<file path="src/rtl/float_argmax_stream_pkg.sv">
// Shared definitions for the float arg-max stream: default field widths,
// state encodings and sign/magnitude slice helpers.
`ifndef FLOAT_ARGMAX_STREAM_PKG_SV
`define FLOAT_ARGMAX_STREAM_PKG_SV

// Sign bit and magnitude bits of a D-bit {sign, exp, frac} word
`define FLOAT_SIGN(w, d) w[(d)-1]
`define FLOAT_MAG(w, d)  w[(d)-2:0]

package float_argmax_stream_pkg;

  localparam int E_BIT_DEF = 5;
  localparam int F_BIT_DEF = 10;
  localparam int D_LEN_DEF = E_BIT_DEF + F_BIT_DEF + 1;

  localparam logic [1:0] ST_IDLE = 2'd0;
  localparam logic [1:0] ST_ACC  = 2'd1;
  localparam logic [1:0] ST_DONE = 2'd2;

endpackage

`endif

</file>
<file path="src/rtl/float_argmax_stream_gt_cmp.sv">
// float_gt_cmp: combinational sign/magnitude compare of two floats, giving
// strict a>b and a==b (with +0 and -0 treated as equal). No NaN/Inf handling.
module float_gt_cmp #(
  parameter int E_BIT = 5,
  parameter int F_BIT = 10,
  localparam int D_LEN = E_BIT + F_BIT + 1
) (
  input  logic [D_LEN-1:0] a,
  input  logic [D_LEN-1:0] b,
  output logic             gt,
  output logic             eq
);

  logic             sign_a_s;
  logic             sign_b_s;
  logic [D_LEN-2:0] mag_a_s;
  logic [D_LEN-2:0] mag_b_s;
  logic             both_zero_s;

  assign sign_a_s    = `FLOAT_SIGN(a, D_LEN);
  assign sign_b_s    = `FLOAT_SIGN(b, D_LEN);
  assign mag_a_s     = `FLOAT_MAG(a, D_LEN);
  assign mag_b_s     = `FLOAT_MAG(b, D_LEN);
  assign both_zero_s = (mag_a_s == {(D_LEN-1){1'b0}}) && (mag_b_s == {(D_LEN-1){1'b0}});
  assign eq          = (a == b) || both_zero_s;

  // Negative values order inversely to their magnitude
  always_comb begin
    gt = 1'b0;
    if (sign_a_s != sign_b_s) begin
      gt = !sign_a_s && !both_zero_s;
    end else if (!sign_a_s) begin
      gt = (mag_a_s > mag_b_s);
    end else begin
      gt = (mag_a_s < mag_b_s);
    end
  end

endmodule

</file>
<file path="src/rtl/float_argmax_stream.sv">
// Streaming arg-max over N_IN floats with valid/ready in and out handshakes.
// Define FLOAT_ARGMAX_TIE_LAST_EN to keep the last of equal maxima instead of the first.
module float_argmax_stream
  import float_argmax_stream_pkg::*;
#(
  parameter int E_BIT = E_BIT_DEF,
  parameter int F_BIT = F_BIT_DEF,
  parameter int D_LEN = E_BIT + F_BIT + 1,
  parameter int N_IN  = 10,
  parameter int IDX_W = (N_IN > 1) ? $clog2(N_IN) : 1
) (
  input  logic             clk,
  input  logic             rst_n,
  input  logic             clr,
  input  logic             in_valid,
  output logic             in_ready,
  input  logic [D_LEN-1:0] in_data,
  output logic             out_valid,
  input  logic             out_ready,
  output logic [D_LEN-1:0] out_val,
  output logic [IDX_W-1:0] out_idx,
  output logic             busy
);

  localparam logic [IDX_W-1:0] LAST_IDX = IDX_W'(N_IN - 1);

  logic [1:0]       state_r, state_nxt_s;
  logic [IDX_W-1:0] cnt_r, cnt_nxt_s;
  logic [D_LEN-1:0] best_r, best_nxt_s;
  logic [IDX_W-1:0] best_idx_r, best_idx_nxt_s;
  logic             out_valid_r, out_valid_nxt_s;
  logic [D_LEN-1:0] out_val_r, out_val_nxt_s;
  logic [IDX_W-1:0] out_idx_r, out_idx_nxt_s;
  logic             in_ready_r;
  logic             busy_r;
  logic             gt_s;
  logic             eq_s;
  logic             upd_s;

  float_gt_cmp #(
    .E_BIT (E_BIT),
    .F_BIT (F_BIT)
  ) u_cmp (
    .a  (in_data),
    .b  (best_r),
    .gt (gt_s),
    .eq (eq_s)
  );

`ifdef FLOAT_ARGMAX_TIE_LAST_EN
  assign upd_s = gt_s || eq_s;
`else
  assign upd_s = gt_s;
`endif

  // Next-state, running max and result capture; clr overrides any transfer
  always_comb begin
    state_nxt_s     = state_r;
    cnt_nxt_s       = cnt_r;
    best_nxt_s      = best_r;
    best_idx_nxt_s  = best_idx_r;
    out_valid_nxt_s = out_valid_r;
    out_val_nxt_s   = out_val_r;
    out_idx_nxt_s   = out_idx_r;
    if (clr) begin
      state_nxt_s     = ST_IDLE;
      cnt_nxt_s       = {IDX_W{1'b0}};
      out_valid_nxt_s = 1'b0;
    end else begin
      case (state_r)
        ST_IDLE: begin
          if (in_valid) begin
            best_nxt_s     = in_data;
            best_idx_nxt_s = {IDX_W{1'b0}};
            if (N_IN == 1) begin
              cnt_nxt_s       = {IDX_W{1'b0}};
              state_nxt_s     = ST_DONE;
              out_valid_nxt_s = 1'b1;
              out_val_nxt_s   = in_data;
              out_idx_nxt_s   = {IDX_W{1'b0}};
            end else begin
              cnt_nxt_s   = IDX_W'(1);
              state_nxt_s = ST_ACC;
            end
          end else begin
            state_nxt_s = ST_IDLE;
          end
        end
        ST_ACC: begin
          if (in_valid) begin
            if (upd_s) begin
              best_nxt_s     = in_data;
              best_idx_nxt_s = cnt_r;
            end else begin
              best_nxt_s     = best_r;
            end
            // The result is taken from the updated best, not the stale register
            if (cnt_r == LAST_IDX) begin
              state_nxt_s     = ST_DONE;
              out_valid_nxt_s = 1'b1;
              out_val_nxt_s   = upd_s ? in_data : best_r;
              out_idx_nxt_s   = upd_s ? cnt_r : best_idx_r;
            end else begin
              cnt_nxt_s = cnt_r + IDX_W'(1);
            end
          end else begin
            state_nxt_s = ST_ACC;
          end
        end
        ST_DONE: begin
          if (out_ready) begin
            out_valid_nxt_s = 1'b0;
            cnt_nxt_s       = {IDX_W{1'b0}};
            state_nxt_s     = ST_IDLE;
          end else begin
            state_nxt_s = ST_DONE;
          end
        end
        default: begin
          state_nxt_s     = ST_IDLE;
          cnt_nxt_s       = {IDX_W{1'b0}};
          out_valid_nxt_s = 1'b0;
        end
      endcase
    end
  end

  // State, accumulator and registered handshake/status outputs
  always_ff @(posedge clk or negedge rst_n) begin
    if (!rst_n) begin
      state_r     <= ST_IDLE;
      cnt_r       <= {IDX_W{1'b0}};
      best_r      <= {D_LEN{1'b0}};
      best_idx_r  <= {IDX_W{1'b0}};
      out_valid_r <= 1'b0;
      out_val_r   <= {D_LEN{1'b0}};
      out_idx_r   <= {IDX_W{1'b0}};
      in_ready_r  <= 1'b1;
      busy_r      <= 1'b0;
    end else begin
      state_r     <= state_nxt_s;
      cnt_r       <= cnt_nxt_s;
      best_r      <= best_nxt_s;
      best_idx_r  <= best_idx_nxt_s;
      out_valid_r <= out_valid_nxt_s;
      out_val_r   <= out_val_nxt_s;
      out_idx_r   <= out_idx_nxt_s;
      in_ready_r  <= (state_nxt_s != ST_DONE);
      busy_r      <= (state_nxt_s != ST_IDLE);
    end
  end

  assign in_ready  = in_ready_r;
  assign out_valid = out_valid_r;
  assign out_val   = out_val_r;
  assign out_idx   = out_idx_r;
  assign busy      = busy_r;

endmodule

</file>
<file path="config.mk">
export PLATFORM = sky130hd
export DESIGN_NAME = float_argmax_stream
export DESIGN_NICKNAME = d
export VERILOG_FILES = /design/src/rtl/float_argmax_stream_pkg.sv /design/src/rtl/float_argmax_stream_gt_cmp.sv /design/src/rtl/float_argmax_stream.sv
export SDC_FILE = /design/constraint.sdc
export NUM_CORES = 1
export LEC_CHECK = 0
export CAP_MARGIN = 25
export CORE_MARGIN = 2
export CORE_UTILIZATION = 35
export CTS_CLUSTER_SIZE = 30
export DETAILED_ROUTE_END_ITERATION = 12
export GPL_TIMING_DRIVEN = 0
export SLEW_MARGIN = 20
export SYNTH_ARGS = -nofsm -noshare
export SYNTH_HDL_FRONTEND = slang
export SYNTH_SLANG_ARGS = --single-unit
</file>
<file path="constraint.sdc">
create_clock -name clk -period 2.2 [get_ports clk]
set_input_delay 0.22 -clock clk [delete_from_list [all_inputs] [get_ports clk]]
set_output_delay 0.22 -clock clk [all_outputs]
set_load 0.03 [all_outputs]
</file>
==> impl_metrics.py <==
metrics = {
    "clock_tree": {
        "clock_tree.buffer_depth": 2,
        "cts.sinks": 49,
        "cts_buffers": 5,
        "clk_latency_ps": 300,
        "clk_pin_slew_worst_paths_ps": 90,
        "cts_root_buf": "clkbuf_8",
        "cts_tree": "built",
        "htreeDepth": 2,
    },
    "worst_setup_path": {
        "worstPathArrival_ps": 2670,
        "start_kind": "input pin",
        "crit_path_top_delay_cell": "clkdlybuf4s50_1",
        "required_ps": 2390,
        "crit_path_end_kind": "flop",
        "crit_buf_inv": 2,
        "critPathKind": "input pin to flop",
        "worstPathMaxFanout": 5,
        "max_stage_delay_ps": 510,
        "path_delay_family": "compound AO/OA/AOI/OAI gates",
        "crit_chain": "clkdlybuf4s50_1, ha_1, nand2_1, o21a_1, o221ai_4, a211o_4, a41oi_4, buf_6, mux2_4",
    },
    "timing": {
        "rsz0062_at_grt": "yes",
        "setup-violations-final": 37,
        "max_freq_mhz": 404,
        "setup_ws_ps": -277,
        "min_period_ps": 2480,
        "finalCritPeriodShare_pct": 113,
        "worst_pin_slew_ps": 643,
        "fin_skew_ps": 7.08,
        "finalMaxSlewViolations": 0,
        "hold_viol_final": 0,
        "maxSlewHeadroom_pct": 57.1,
        "hold_ws_ps": 270,
        "tns_ps": -6770,
    },
    "pwr": {
        "ir_drop_v": 0.000372,
        "cellPowerDensity_mw_per_mm2": 671,
        "power_leakage_uw": 0.00179,
    },
    "synth": {
        "syn-num-nets": 329,
        "netlist_area_mm2": 0.00272,
        "ys_types": 33,
        "yosysWarnings": 0,
        "synthCells": 291,
        "ys_async_sr_fraction_pct": 100,
        "synth_seq_cells": 49,
        "synth_edf_count": 0,
        "synth_area_per_cell_um2": 9.33,
        "dominantRegCellSynth": "dfrtp_1",
        "ys_seq_area_share_pct": 45.2,
    },
    "route": {
        "first_pass_iters": 4,
        "drc": 0,
        "wl_per_cell_um": 17.0,
        "vias": 2566,
        "via_per_inst": 5.38,
        "ant_nets": 0,
        "drtIter0Drc": 174,
        "routed_wl_um": 8090,
    },
    "global_routing": {
        "antenna_found_initial": 0,
        "overflow": 0,
        "track_usage_pct": 18.5,
        "grt_pass1_wl_um": 12500,
        "grt_max_degree": 50,
        "grt_pass1_vias": 2458,
    },
    "placement": {
        "hpwl_um": 4860,
        "place.gp.congestion": 0.855,
        "io_buffer_count": 43,
    },
    "floorplanning": {
        "rows": 32,
        "core_area_mm2": 0.00761,
        "pin_count": 44,
        "die_area_mm2": 0.00848,
        "fp.dieH_um": 92.1,
        "start_util_pct": 35.7,
        "die_w_um": 92.1,
    },
    "run_status": {
        "violations": "negative setup slack",
        "outcome": "finished with violations",
    },
    "cells_and_area": {
        "drive_gt1_share_pct": 34.4,
        "final_cell_mix": "dfrtp_1, clkdlybuf4s50_1, nor2_1, buf_4",
        "final_nets": 412,
        "syn2layout_area_growth_pct": 56.1,
        "antenna_cells": 0,
        "layout_commonest_cell": "dfrtp_1",
    },
    "hold_path": {
        "hp-class": "input pin to flop",
    },
    "flow_run": {
        "drv_cap": 0,
    },
}
## final timing paths
kind	from	slack [ps]	endpoint	cells past startpoint
worst max-delay path	in_data[9]	-280	best_r[4]	9
worst min-delay path	in_data[10]	270	out_val[10]	3
worst max register to register	best_r[8]	-250	best_r[4]	9
worst min register to register	out_idx[2]	500	out_idx[2]	2
max in group asynchronous	rst_n	1250	best_r[1]	2
min in group asynchronous	rst_n	460	busy	2
## per-layer routing
layer,track usage [%],share of wire [%],vias to the layer above
met5,0,0,-
met2,29.3,47,64
li1,-,-,1239
met3,2.71,3.8,6
met1,26.6,48,1257
met4,4.48,0.91,0
## where the power goes
part           total [uW]  switching [uW]  internal, uW
Clock                 592             307           285
Sequential           1070            87.7           984
Combinational        1180             602           579
Total                2850             997          1850
## cell usage after synthesis, drive strengths merged, types with 2 or more instances
master,count,share of area (%)
o21ai,30,5.5
and3,2,0.46
ha,17,7.8
mux2,16,6.6
nand3,6,1.1
or2,2,0.46
inv,20,2.8
and2,4,0.92
nor2,30,4.1
o21a,3,0.83
nand4,6,1.4
nor3,4,0.74
nor4,8,1.8
a311o,3,1.1
clkbuf,13,1.8
a21oi,31,5.7
a31oi,20,4.6
nand2,16,2.2
dfrtp,48,44
## per-stage QoR
stage / cells / setup slack (ps) / util (%) / instance area [um2] / power (uW)
finish: 477 / -277 / 55.7 / 4240 / 2850
global route: 477 / -345 / 55.7 / 4240 / 2990
CTS: 468 / -211 / 50.8 / 3860 / 2590
detailed placement: 436 / -768 / 43.4 / 3300 / 1670
global placement: 436 / -775 / 43.4 / 3300 / 1660
floorplan: 291 / -115 / - / 2750 / 1460
## worst reg2reg max path, stage by stage, from the launching register on
cell	delay, ps
dfrtp_1	350
inv_1	40
ha_1	280
a21oi_1	150
o21a_1	180
o221ai_4	130
a211o_4	380
a41oi_4	330
buf_6	200
mux2_4	300
## layout make-up
class,instances,area [um2]
inverters,20,75.1
fillers,639,3370
repair buffers,77,737
flip-flops and latches,49,1230
clock buffers,7,96.3
clock inverters,1,5.00
plain buffers,13,106
multi-input cells,208,1860
well taps,102,128
## state kept, by name, summed over array words and instances (netlist names)
register / cells
best_idx_r: 4
best_r: 16
busy: 1
cnt_r: 4
in_ready: 1
out_idx: 4
out_val: 16
out_valid: 1
state_r: 2
## logic make-up after synthesis
group	after synthesis	synth area share (%)
compound gates	95	21.5
fa+ha+maj	17	7.83
flops	49	45.2
simple gates	80	13.8
mux	16	6.64
buf+inv	34	4.98
## timing repair
| item | CTS | global route |
|---|---|---|
| gates resized for setup | 58 | 78 |
| pin swaps | 34 | 22 |
| setup buffers | 21 | 9 |
| hold buffers | 1 | 0 |
| hold endpoints to repair | 48 | 0 |
| cloned | 2 | 1 |
| setup endpoints to repair | 39 | 39 |
Note: power is estimated with default switching activity, not from simulation.
==> variant: new RTL, same flow settings <==
The parameter `N_IN` goes from 10 to 20.
--- a/src/rtl/float_argmax_stream.sv
+++ b/src/rtl/float_argmax_stream.sv
@@ -6,7 +6,7 @@
   parameter int E_BIT = E_BIT_DEF,
   parameter int F_BIT = F_BIT_DEF,
   parameter int D_LEN = E_BIT + F_BIT + 1,
-  parameter int N_IN  = 10,
+  parameter int N_IN  = 20,
   parameter int IDX_W = (N_IN > 1) ? $clog2(N_IN) : 1
 ) (
   input  logic             clk,
Interface: changed (resized out_idx); port bits go from 44 to 45. No check against the original RTL was run, so the function may have changed too.
==> variant against the original RTL <==
Non-clock buffer count fell by 8. Critical path type unchanged. Area after synthesis rose by 5.8%. Sequential cell count rose by 3. Routed wire length up 0.40%. Cell area down 7.3%. Worst setup slack better by 0.0065 ns. Combinational power is 21% lower. Sequential power is 7% higher. Utilization down 7.1 points. Largest cell class unchanged. Maximum frequency rose by 0.26%. Power shrank 7.5%. The flow still finishes with violations (negative setup slack). Highest routed layer unchanged.
==> variant: results (changes against the original RTL) <==
yosys:
  synth_async_sr_flop_share_pct: 100  # unchanged
  synthTopCellsByArea: "dfrtp_1 (44%), ha_1 (7.0%), mux2_4 (5.2%)"
  synth_cells: 298  # +2.4%
  syn-num-nets: 335  # +1.8%
  ys_types: 37  # +12%
  ys_seq_area_share_pct: 45.3  # +0.13 points
  postSynth.topFlopCell: "dfrtp_1"
  synth_commonest_cells: "dfrtp_1 (51), nor2_1 (29), o21ai_0 (27)"
  yosysWarnings: 0  # unchanged
global_route:
  grt_pass1_vias: 2581  # +5.0%
  antenna_found_initial: 0  # unchanged
  grt_pass1_wl_um: 13300  # +6.4%
  grt_max_degree: 53  # +6.0%
  grt.total_usage_pct: 18.9  # +0.50 points
min_path:
  hp-class: "in2reg"
clock_tree:
  clk_latency_ns: 0.32  # +0.02 ns
  cts_root_buf: "clkbuf_8"
  cts.path.max_buffers: 2  # unchanged
  cts_made_buffers: 5  # unchanged
  clk_pin_slew_worst_paths_ns: 0.10
  cts_max_level: 2  # unchanged
timing:
  skew_ns: 0.0100  # +0.00293 ns
  fin_ws_ns: -0.271  # +0.00650 ns
  hold_ws_ns: 0.392  # +0.122 ns
  slew_headroom_pct: 54.2  # -2.9 points
  setup_viol: 30  # -19%
finish:
  fill_cells: 787  # +23%
  final_nets: 409  # -0.73%
  diodes: 0  # unchanged
  drive_gt1_share_pct: 22.8  # -12 points
  fin_cells: 478  # +0.21%
power_and_ir_drop:
  p_leak_nw: 1.76  # -1.4%
  ir_drop_mv: 0.352  # -5.3%
setup_path:
  crit_fanout: 5  # unchanged
  r2r_end: "best_r[4]$_DFFE_PN0P_"
  r2r-start: "best_r[13]$_DFFE_PN0P_"
  r2r_cells: 10  # +1
  worstSetupPathType: "in2reg"
  worstPathArrival_ns: 2.67  # about the same
  startpoint: "in_data[13]"
  reg2reg_slack_ns: -0.26
place:
  dp_hpwl_um: 5280  # +8.5%
  gp_congestion: 0.859  # +0.41%
  dp.cells: 447  # +2.5%
  place_ws_ns: -0.797  # -0.0292 ns
  port_buffers: 44  # +2.3%
  dpl-instance-area_sq_um: 3470  # +5.0%
route:
  drt-total-wl_um: 8120  # +0.40%
  first_iter_violations: 121  # -30%
  firstDrtPassIters: 4  # unchanged
  viasPerCell: 5.37  # -0.13%
run_status:
  violations: "negative setup slack"
  status: "finished, violations left"
[variant: final cells by class]
| cell class | instances | area, sq um | share of cell area, % |
|---|---|---|---|
| Buffer | 15 | 93.8 | 2.39 |
| Clock buffer | 7 | 76.3 | 1.94 |
| Clock inverter | 1 | 5.00 | 0.127 |
| Inverter | 21 | 78.8 | 2.01 |
| Multi-Input combinational cell | 210 | 1610 | 40.9 |
| Sequential cell | 52 | 1300 | 33.1 |
| Tap cell | 105 | 131 | 3.34 |
| Timing Repair Buffer | 67 | 637 | 16.2 |
[variant: worst min path at each step]
stage | from | to | depth (start not counted)
6_report | in_data[6] | out_val[6]$_DFFE_PN0P_ | 3
3_3_place_gp | out_val[15]$_DFFE_PN0P_ | out_val[15]$_DFFE_PN0P_ | 2
5_1_grt | in_data[6] | out_val[6]$_DFFE_PN0P_ | 3
2_1_floorplan | rst_n | best_idx_r[0]$_DFFE_PN0P_ | 0
4_1_cts | in_data[6] | out_val[6]$_DFFE_PN0P_ | 3
3_5_place_dp | rst_n | out_val[7]$_DFFE_PN0P_ | 1
[variant: worst max-delay path: stages]
cell             delay [ns]
clkdlybuf4s50_1        0.55
ha_1                   0.29
nand4_1                0.21
nor2_1                 0.10
o211a_1                0.15
a211o_1                0.32
a41oi_4                0.25
buf_6                  0.16
buf_16                 0.12
mux2_4                 0.30
[variant: cell families (layout without fill, tap and decap cells)]
logic type               after synthesis  in the layout  share of synthesized area [%]
XOR/XNOR                               3              3                          0.915
buffers and inverters                 36            111                           5.27
AO/OA/AOI/OAI                         92             92                           20.2
multiplexers                          16             16                           7.58
adder cells (fa/ha/maj)               16             16                           6.97
AND/OR/NAND/NOR                       83             83                           13.8
flip-flops                            52             52                           45.3
[variant: routing by layer]
layer,global-route usage [%],part of all wire (%)
met2,30.8,47
met3,3.51,4.5
met4,5.31,1.1
met5,0,0
met1,25.9,47
[variant: what timing repair did]
item,4_1_cts,5_1_grt
cloned,1,0
setup buffers,15,6
endpoints found under the hold margin,51,0
hold buffers,1,0
endpoints found under the setup margin,44,41
gates resized for setup,44,13
pin swaps,10,8
[variant: report_power, final]
part | total (W) | switching [W] | internal (W)
clock | 0.000550 | 0.000326 | 0.000225
combinational | 0.000933 | 0.000475 | 0.000458
sequential | 0.00115 | 0.0000922 | 0.00106
[variant: per-stage QoR]
stage | util [%] | TNS [ns]
2_1_floorplan | - | -0.735
3_3_place_gp | 42.9 | -64.44
3_5_place_dp | 42.8 | -26.35
4_1_cts | 47.3 | -2.68
5_1_grt | 48.6 | -9.47
6_report | 48.6 | -5.50
